`config.mk`:
```
export PLATFORM = sky130hd
export DESIGN_NAME = uart_recv
export DESIGN_NICKNAME = d
export VERILOG_FILES = /design/src/rtl/uart_recv_pkg.sv /design/src/rtl/uart_rx_sync.sv /design/src/rtl/uart_recv.sv
export SDC_FILE = /design/constraint.sdc
export NUM_CORES = 1
export LEC_CHECK = 0
export ABC_AREA = 1
export CAP_MARGIN = 20
export CORE_UTILIZATION = 49
export CTS_CLUSTER_DIAMETER = 100
export DETAILED_ROUTE_END_ITERATION = 10
export PLACE_DENSITY_LB_ADDON = 0.1
export SKIP_CTS_REPAIR_TIMING = 1
export SLEW_MARGIN = 20
export SYNTH_ARGS = -nofsm -noshare
export SYNTH_HDL_FRONTEND = slang
export SYNTH_HIERARCHICAL = 1
export SYNTH_SLANG_ARGS = --single-unit
```
`constraint.sdc`:
```
create_clock -name CLK -period 1.1 [get_ports CLK]
set_input_delay 0.165 -clock CLK [delete_from_list [all_inputs] [get_ports CLK]]
set_output_delay 0.165 -clock CLK [all_outputs]
set_load 0.1 [all_outputs]
```
`src/rtl/uart_recv_pkg.sv`:
```
// Shared definitions for the 8N1 UART receiver: line levels, default bit period and
// receiver state encoding.
package uart_recv_pkg;

    localparam logic START_BIT            = 1'b0;
    localparam logic STOP_BIT             = 1'b1;
    localparam int   DEFAULT_CLKS_PER_BIT = 26;

    typedef enum logic [1:0] {
        ST_IDLE  = 2'd0,
        ST_START = 2'd1,
        ST_DATA  = 2'd2,
        ST_STOP  = 2'd3
    } rx_state_t;

endpackage

```
`src/rtl/uart_rx_sync.sv`:
```
// Two-flop synchronizer for the asynchronous RXD pin, plus a one-cycle-delayed copy
// used to detect the falling edge that marks a start bit.
module uart_rx_sync (
    input  logic CLK,
    input  logic RST,
    input  logic D,
    output logic Q,
    output logic FALL
);

    logic       meta;
    logic       rx_s;
    logic       rx_q;
    logic [2:0] vld;

    always_ff @(posedge CLK) begin
        if (RST) begin
            meta <= 1'b1;
            rx_s <= 1'b1;
            rx_q <= 1'b1;
            vld  <= '0;
        end else begin
            meta <= D;
            rx_s <= meta;
            rx_q <= rx_s;
            vld  <= {vld[1:0], 1'b1};
        end
    end

    // The reset-value ones must flush out before an edge counts, otherwise a line
    // held low through reset would look like a fresh start bit.
    assign Q    = rx_s;
    assign FALL = vld[2] & rx_q & ~rx_s;

endmodule

```
`src/rtl/uart_recv.sv`:
```
// 8N1 UART receiver: mid-bit sampling off a down-counter, LSB-first shift register,
// level-valid/ack output with framing-error pulse and sticky overrun.
//
// state    | meaning
// ---------+-----------------------------------------------------------
// ST_IDLE  | waiting for a falling edge on the synchronized line
// ST_START | counting to mid start bit; line high there is a glitch
// ST_DATA  | sampling 8 data bits, one per bit period
// ST_STOP  | sampling the stop bit, then back to idle at mid-stop
module uart_recv
    import uart_recv_pkg::*;
#(
    parameter int CLKS_PER_BIT = DEFAULT_CLKS_PER_BIT,
    parameter int CNT_W        = 5
) (
    input  logic       CLK,
    input  logic       RST,
    input  logic       RXD,
    output logic [7:0] DATA,
    output logic       DATA_VALID,
    input  logic       DATA_ACK,
    output logic       FRAME_ERR,
    output logic       OVERRUN,
    output logic       BUSY
);

    localparam logic [CNT_W-1:0] HALF_RELOAD = CNT_W'(CLKS_PER_BIT / 2 - 1);
    localparam logic [CNT_W-1:0] BIT_RELOAD  = CNT_W'(CLKS_PER_BIT - 1);

    rx_state_t        state;
    rx_state_t        state_nxt;
    logic [CNT_W-1:0] cnt;
    logic [2:0]       bit_idx;
    logic [7:0]       shreg;
    logic [7:0]       data_r;
    logic             dv_r;
    logic             ov_r;
    logic             fe_r;
    logic             busy_r;
    logic             rx_s;
    logic             rx_fall;
    logic             sample;
    logic             shift_en;
    logic             byte_done;
    logic             frame_bad;
    logic             ack_ok;

    uart_rx_sync u_sync (
        .CLK  (CLK),
        .RST  (RST),
        .D    (RXD),
        .Q    (rx_s),
        .FALL (rx_fall)
    );

    always_ff @(posedge CLK) begin
        if (RST) begin
            state <= ST_IDLE;
        end else begin
            state <= state_nxt;
        end
    end

    always_comb begin
        state_nxt = state;
        case (state)
            ST_IDLE: begin
                if (rx_fall) begin
                    state_nxt = ST_START;
                end
            end
            ST_START: begin
                if (sample) begin
                    state_nxt = (rx_s == START_BIT) ? ST_DATA : ST_IDLE;
                end
            end
            ST_DATA: begin
                if (sample && (bit_idx == 3'd7)) begin
                    state_nxt = ST_STOP;
                end
            end
            ST_STOP: begin
                // Leaving at mid-stop gives half a bit of slack to catch the next start edge.
                if (sample) begin
                    state_nxt = ST_IDLE;
                end
            end
            default: state_nxt = ST_IDLE;
        endcase
    end

    always_comb begin
        sample    = (cnt == '0);
        shift_en  = (state == ST_DATA) && sample;
        byte_done = (state == ST_STOP) && sample && (rx_s == STOP_BIT);
        frame_bad = (state == ST_STOP) && sample && (rx_s != STOP_BIT);
        ack_ok    = DATA_ACK && dv_r;
    end

    always_ff @(posedge CLK) begin
        if (RST) begin
            cnt     <= HALF_RELOAD;
            bit_idx <= '0;
            shreg   <= '0;
            data_r  <= '0;
            dv_r    <= 1'b0;
            ov_r    <= 1'b0;
            fe_r    <= 1'b0;
            busy_r  <= 1'b0;
        end else begin
            busy_r <= (state_nxt != ST_IDLE);
            fe_r   <= frame_bad;

            if (state == ST_IDLE) begin
                cnt <= HALF_RELOAD;
            end else if (sample) begin
                cnt <= BIT_RELOAD;
            end else begin
                cnt <= cnt - 1'b1;
            end

            if ((state == ST_START) && sample) begin
                bit_idx <= '0;
            end else if (shift_en) begin
                bit_idx <= bit_idx + 1'b1;
            end

            if (shift_en) begin
                shreg <= {rx_s, shreg[7:1]};
            end

            if (byte_done) begin
                data_r <= shreg;
                dv_r   <= 1'b1;
                if (dv_r && !DATA_ACK) begin
                    ov_r <= 1'b1;
                end else if (ack_ok) begin
                    ov_r <= 1'b0;
                end
            end else if (ack_ok) begin
                dv_r <= 1'b0;
                ov_r <= 1'b0;
            end
        end
    end

    assign DATA       = data_r;
    assign DATA_VALID = dv_r;
    assign FRAME_ERR  = fe_r;
    assign OVERRUN    = ov_r;
    assign BUSY       = busy_r;

endmodule

```
==> metrics.csv, run 1 <==
stage,metric,value,unit
sta,RSZ-0062 raised after global routing,true,
yosys,Mean Syn Cell Area,7.63,µm²
yosys,synthesized area,1500,µm²
clock_network,Skew-Pair Late Insertion Delay,0.34,ns
grt,grt ovf,0,
drt,DRC viols,1,
status,violated checks,"design-rule violations, negative setup slack",
clock_network,CTS Buffer Depth,2,
placement,DP HPWL,2240,µm
worst_setup_path,CP top delay family,simple AND/OR/NAND/NOR gates,
clock_network,TritonCTS clock tree,yes,
placement,Post-Place Cells,255,
clock_network,H-Tree Depth,2,
sta,final slew viol count,0,
yosys,synthesized instance count,197,
cells_and_area,fraction of layout instances using a drive strength above 1,0.357,
placement,Placer Congestion,0.772,
sta,f_max,0.758,GHz
worst_setup_path,crit path launch type,register,
yosys,Post-synth top flop,dfxtp_1,
clock_network,"CTS clk-pin slew, worst paths",0.10,ns
placement,input/output buffers,15,
worst_setup_path,Worst Setup End Kind,register,
power,clock share of power,0.343,
cells_and_area,area delta synth->final,40.8,%
worst_setup_path,Worst Path Buf+Inv,3,
cells_and_area,Fillers,229,
sta,"Min Clock Period, post-route",1.32,ns
drt,Detailed Route Iter0 Violations,52,
worst_setup_path,CP Class,register to register,
clock_network,TritonCTS buffer count,5,
hold_path,Hold Path Class,primary input to register,
power,internal power,0.00165,W
floorplan,num rows,19,
power,Logic pwr share,0.039,
grt,number of antenna violations at the first check in global routing,0,
status,status,"complete, but fails checks",
power,peak supply drop,0.968,mV
worst_setup_path,CP Data Arrival Time,1.60,ns
cells_and_area,number of diodes,0,
sta,clk_skew,0.00500,ns
worst_setup_path,"Slowest-stage cell, CP",dfxtp_2,
power,sequential power share,0.618,
sta,final setup margin,-0.219,ns
yosys,"top cells by area, synth","dfxtp_1 (48%), nand2_1 (9.5%), nor2_1 (9.5%), inv_1 (7.2%), nand4_1 (4.2%)",
yosys,Yosys Warn Count,6,
yosys,"Seq/Total Area, Yosys",0.479,
cells_and_area,"most common cell after layout, fill and taps aside",nor2_1,
drt,via count,1330,
floorplan,die height,57.4,µm
drt,first drt pass iteration count,7,
sta,final setup vio count,29,
grt,vias in the first global route,1245,
yosys,Synth area leader,dfxtp_1,
yosys,Synth async-reset ratio,0,
sta,worst-margin pin slew,0.237,ns
sta,Slew HR,0.842,
grt,maximum number of pins on one net before global-route repair,20,
grt,first-pass GRT wire length,5100,µm
floorplan,Core ar.,2830,µm²
power,Leak,0.950,nW
cells_and_area,Final Non-Filler Cells,266,
power,switch share,0.224,
drt,WL per Instance,11.8,µm
worst_setup_path,"Critical Path, Cell by Cell","inv_2, ha_4, inv_2, nor2_4, nand2_4, nor2_4, buf_6, o21ai_0, nor2_1",
grt,gr usage total,0.205,
worst_setup_path,Crit path largest cell delay,0.34,ns
yosys,Synth cell types,22,
yosys,Post-synth EDFFs,0,
clock_network,clock sink count,36,
placement,post-placement setup slack,-0.204,ns
cells_and_area,Nets,242,
yosys,Seq cells post-synth,36,
drt,Routed Wire Length,3130,µm
yosys,Mapped Nets,205,
clock_network,Clock Root Buffer,clkbuf_4,
cells_and_area,"commonest cells after routing, fill and taps aside","nor2_1 (37), nand2_1 (35), inv_1 (26)",
floorplan,num ports,16,
floorplan,Starting Density,0.532,
power,total power per unit cell area,1010,nW/µm²
sta,"Period Utilization, post-route",1.20,
floorplan,die area,3290,µm²
worst_setup_path,crit-path max FO,8,
floorplan,Die X,57.4,µm
worst_setup_path,Required @ worst endpoint,1.38,ns
job,max cap viols,0,
sta,"Hold Vio Cnt, Final",0,
drt,post-DR vias/cell,5.00,
power,net switching power,0.000477,W
yosys,top cell type's share of synthesized area,0.479,
drt,post-detailed-route count of antenna-violating nets,0,
==> flip-flops by register name, indices dropped and copies added (netlist names), named ones only <==
| name | cells |
|---|---|
| u_sync/vld | 3 |
| bit_idx | 3 |
| DATA | 8 |
| state | 2 |
| BUSY | 1 |
| cnt | 5 |
| DATA_VALID | 1 |
| shreg | 8 |
| FRAME_ERR | 1 |
| u_sync/meta | 1 |
| u_sync/rx_q | 1 |
| u_sync/Q | 1 |
==> cells in the mapped netlist, types with 2 or more instances <==
cell / number
nand2_1: 38
nor2_1: 38
dfxtp_1: 36
inv_1: 29
nand4_1: 10
o21ai_0: 9
a21oi_1: 6
buf_2: 5
ha_1: 4
nor2_4: 4
or2_1: 3
buf_6: 2
nand3_1: 2
nor3_1: 2
or2_2: 2
==> cells by family after synthesis <==
group / after synthesis / synth area share
adder cells (fa/ha/maj): 4 / 0.0333
AND/OR/NAND/NOR: 102 / 0.318
AO/OA/AOI/OAI: 17 / 0.0599
buffers and inverters: 38 / 0.110
flip-flops: 36 / 0.479
==> final cells by class <==
type                    count  area [µm²]  share of cell area
clock buffers               6        51.3              0.0242
repair buffers             37         472               0.223
well taps                  31        38.8              0.0183
flip-flops and latches     36         744               0.352
multi-input cells         123         679               0.321
inverters                  31         121              0.0573
clock inverters             2        10.0             0.00473
==> worst paths after layout <==
kind	startpoint	cells after the start	slack, ns	to
max	cnt[1]	9	-0.22	shreg[2]
min	RXD	2	0.40	u_sync/meta
max reg2reg	cnt[1]	9	-0.22	shreg[2]
min reg2reg	u_sync/meta	1	0.42	u_sync/Q
==> power groups by stage <==
stage               logic (W)  registers, W  clock network, W
CTS                 0.0000792       0.00132          0.000755
floorplan           0.0000386       0.00135                 0
detailed placement  0.0000786       0.00135                 0
global route        0.0000917       0.00132          0.000806
global placement    0.0000758       0.00135                 0
finish              0.0000824       0.00132          0.000730
==> through the flow <==
| stage | utilization | hold WS (ns) | TNS [ns] | instance area (µm²) | power (W) |
|---|---|---|---|---|---|
| after detailed placement | 0.692 | 0.398 | -4.27 | 1960 | 0.00143 |
| after CTS | 0.714 | 0.401 | -4.83 | 2020 | 0.00215 |
| after floorplan | - | 0.222 | -0.751 | 1530 | 0.00139 |
| after global placement | 0.692 | 0.396 | -2.88 | 1960 | 0.00142 |
| final | 0.748 | 0.402 | -4.20 | 2120 | 0.00213 |
| after global routing | 0.748 | 0.375 | -6.86 | 2120 | 0.00222 |
==> metal layers <==
metal  GRT usage  part of all wire  up-vias
met4      0.0836             0.031        0
met5           0                 0        -
met1       0.240              0.41      608
met3      0.0680             0.045       12
li1            -                 -      680
met2       0.346              0.51       30
Power figures use the tool's default switching activity.
==> inputs of run 2 (changes only) <==
--- a/config.mk
+++ b/config.mk
@@ -12,7 +12,6 @@
 export DETAILED_ROUTE_END_ITERATION = 10
 export PLACE_DENSITY_LB_ADDON = 0.1
 export SKIP_CTS_REPAIR_TIMING = 1
-export SLEW_MARGIN = 20
 export SYNTH_ARGS = -nofsm -noshare
 export SYNTH_HDL_FRONTEND = slang
 export SYNTH_HIERARCHICAL = 1
==> results of run 2 <==
No change in the layout: final DEF, timing and power equal those of run 1.
==> inputs of run 3 (changes only) <==
--- a/config.mk
+++ b/config.mk
@@ -10,7 +10,7 @@
 export CORE_UTILIZATION = 49
 export CTS_CLUSTER_DIAMETER = 100
 export DETAILED_ROUTE_END_ITERATION = 10
-export PLACE_DENSITY_LB_ADDON = 0.1
+export PLACE_DENSITY = 0.81
 export SKIP_CTS_REPAIR_TIMING = 1
 export SYNTH_ARGS = -nofsm -noshare
 export SYNTH_HDL_FRONTEND = slang
==> run 3 against run 2 <==
The run still ends with design-rule violations, negative setup slack left. Maximum frequency is 4.5% lower. Register-to-register slack worse by 0.06 ns. Worst setup slack worse by 0.062 ns. Worst hold slack lost 0.015 ns. Critical endpoint is now shreg[7].
==> metrics.csv, run 3 (synthesis results as in run 1) <==
stage,metric,value,unit,change
status,status,"complete, but fails checks",,
status,violated checks,"design-rule violations, negative setup slack",,
cells_and_area,"most common cell after layout, fill and taps aside",nand2_1,,
cells_and_area,"commonest cells after routing, fill and taps aside","nand2_1 (35), nor2_1 (29), inv_1 (26)",,
hold_path,hold path endpoint,u_sync/meta,,
grt,grt ovf,0,,unchanged
hold_path,worst hold start,RXD,,
clock_network,"CTS clk-pin slew, worst paths",0.11,ns,about the same
floorplan,Starting Density,0.532,,unchanged
sta,Slew HR,0.843,,+0.00162
placement,post-placement setup slack,-0.195,ns,+0.00919 ns
sta,"Period Utilization, post-route",1.26,,+0.0565
grt,gr usage total,0.190,,-0.0155
clock_network,H-Tree Depth,2,,unchanged
cells_and_area,number of diodes,0,,unchanged
worst_setup_path,crit-path max FO,5,,-3
placement,Post-Place Cells,256,,+0.39%
clock_network,TritonCTS buffer count,5,,unchanged
clock_network,Skew-Pair Late Insertion Delay,0.35,ns,about the same
worst_setup_path,Worst Setup End Kind,register,,
clock_network,TritonCTS clock tree,yes,,
floorplan,die area,3290,µm²,unchanged
clock_network,Clock Root Buffer,clkbuf_4,,
grt,maximum number of pins on one net before global-route repair,20,,unchanged
worst_setup_path,"Slowest-stage cell, CP",dfxtp_2,,
grt,met1 GRT Util,0.230,,-0.00950
worst_setup_path,crit path launch type,register,,
worst_setup_path,Crit path largest cell delay,0.35,ns,about the same
sta,RSZ-0062 raised after global routing,true,,
placement,"Cell Area, Placed",1980,µm²,+1.0%
placement,input/output buffers,15,,unchanged
worst_setup_path,CP top delay family,simple AND/OR/NAND/NOR gates,,
sta,final setup margin,-0.282,ns,-0.0622 ns
grt,met3 usage in global routing,0.0612,,-0.00680
drt,post-DR vias/cell,5.12,,+2.3%
floorplan,num ports,16,,unchanged
worst_setup_path,"reg-to-reg slack, setup",-0.28,ns,-0.06 ns
floorplan,Core ar.,2830,µm²,unchanged
grt,GRT Max-Usage Layer,met2,,
drt,first drt pass iteration count,7,,unchanged
grt,M2 GR Usage,0.292,,-0.0532
cells_and_area,Nets,243,,+0.41%
placement,Placer Congestion,0.784,,+1.5%
worst_setup_path,Worst Path Buf+Inv,3,,unchanged
grt,number of antenna violations at the first check in global routing,0,,unchanged
worst_setup_path,most frequent CP cell,nor2_4,,
floorplan,Die X,57.4,µm,unchanged
drt,Detailed Route Iter0 Violations,51,,-1.9%
floorplan,die height,57.4,µm,unchanged
worst_setup_path,Critical R2R Capture,shreg[7],,
worst_setup_path,R2R cell count,9,,unchanged
grt,vias in the first global route,1110,,-11%
worst_setup_path,CP Class,register to register,,
drt,Routed Wire Length,3460,µm,+10%
power,Leak,0.978,nW,+2.9%
sta,setup_tns,-6.46,ns,-2.26 ns
power,total power per unit cell area,1030,nW/µm²,+2.2%
drt,via count,1366,,+2.7%
hold_path,Hold Path Class,primary input to register,,
grt,first-pass GRT wire length,4620,µm,-9.5%
clock_network,CTS Buffer Depth,2,,unchanged
sta,final slew viol count,0,,unchanged
cells_and_area,fraction of layout instances using a drive strength above 1,0.407,,+0.0493
sta,worst-margin pin slew,0.235,ns,-0.00220 ns
worst_setup_path,"Critical Path, Cell by Cell","inv_2, ha_4, inv_4, nor2_4, nand2_4, nor2_4, buf_6, o21ai_1, nor2_1",,
worst_setup_path,FF-to-FF Start,cnt[0],,
sta,"Hold Vio Cnt, Final",0,,unchanged
power,peak supply drop,1.02,mV,+5.4%
hold_path,worst hold path depth,2,,unchanged
power,Design Power,0.00233,W,+9.3%
sta,clk_skew,0.0109,ns,+0.00587 ns
floorplan,num rows,19,,unchanged
sta,f_max,0.724,GHz,-4.5%
cells_and_area,design area,2260,µm²,+7.0%
drt,DRC viols,1,,unchanged
sta,final setup vio count,31,,+6.9%
cells_and_area,Final Non-Filler Cells,267,,+0.38%
drt,post-detailed-route count of antenna-violating nets,0,,unchanged
sta,"Min Clock Period, post-route",1.38,ns,+0.0622 ns
job,max cap viols,0,,unchanged
clock_network,clock sink count,36,,unchanged
placement,DP HPWL,2010,µm,-9.9%
cells_and_area,area delta synth->final,50.6,%,
worst_setup_path,CP Data Arrival Time,1.68,ns,+0.08 ns
drt,WL per Instance,12.9,µm,+10%
cells_and_area,Fillers,152,,-34%
worst_setup_path,Required @ worst endpoint,1.40,ns,+0.02 ns
## run 3: cell count changes in the layout (fill, tap and decap cells not counted), moves of 2 or more
| cell | previous run | this run |
|---|---|---|
| nor2_2 | 1 | 3 |
| nor2_1 | 37 | 29 |
| dfxtp_1 | 19 | 21 |
| buf_4 | 17 | 12 |
| dfxtp_2 | 16 | 14 |
| nor2_4 | 4 | 10 |
| o21ai_0 | 5 | 2 |
| o21ai_1 | 4 | 1 |
| o21ai_2 | 0 | 6 |
| buf_6 | 3 | 8 |
## run 3: how the worst max path moves through the flow
stage / startpoint / cells past startpoint / endpoint
4_1_cts: cnt[0] / 9 / shreg[0]
3_5_place_dp: cnt[0] / 9 / shreg[0]
5_1_grt: cnt[0] / 9 / bit_idx[1]
2_1_floorplan: cnt[1] / 9 / bit_idx[0]
3_3_place_gp: cnt[1] / 6 / cnt[2]
6_report: cnt[0] / 9 / shreg[7]
## run 3: report_power, final
part / leakage (nW) / switching [W] / total, W / internal [W]
Sequential: 0.298 / 0.00000603 / 0.00132 / 0.00131
Combinational: 0.637 / 0.0000495 / 0.0000883 / 0.0000388
Clock: 0.0422 / 0.000446 / 0.000923 / 0.000476
Total: 0.978 / 0.000502 / 0.00233 / 0.00183
## run 3: final cells by class
class | instances | area, µm² | share of cell area
flip-flops and latches | 36 | 742 | 0.328
multi-input cells | 123 | 766 | 0.338
repair buffers | 38 | 510 | 0.225
clock inverters | 2 | 35.0 | 0.0155
inverters | 31 | 131 | 0.0580
well taps | 31 | 38.8 | 0.0171
clock buffers | 6 | 41.3 | 0.0182
## run 3: metal layers
metal | up-vias | part of all wire | wire [µm]
li1 | 685 | - | -
met1 | 631 | 0.44 | 1510
met2 | 42 | 0.49 | 1680
met3 | 8 | 0.051 | 178
met4 | 0 | 0.025 | 87
met5 | - | 0 | 0
## run 3: per-stage QoR
step,hold WS (ns),util
2_1_floorplan,0.222,-
6_report,0.387,0.801
3_3_place_gp,0.393,0.699
3_5_place_dp,0.397,0.699
5_1_grt,0.377,0.801
4_1_cts,0.388,0.726
## run 3: worst reg2reg max path, cell delays in order (launching register included)
cell and delay, ns:
dfxtp_2 0.35, inv_2 0.09, ha_4 0.17, inv_4 0.04, nor2_4 0.13, nand2_4 0.09, nor2_4 0.16, buf_6 0.15
o21ai_1 0.06, nor2_1 0.10
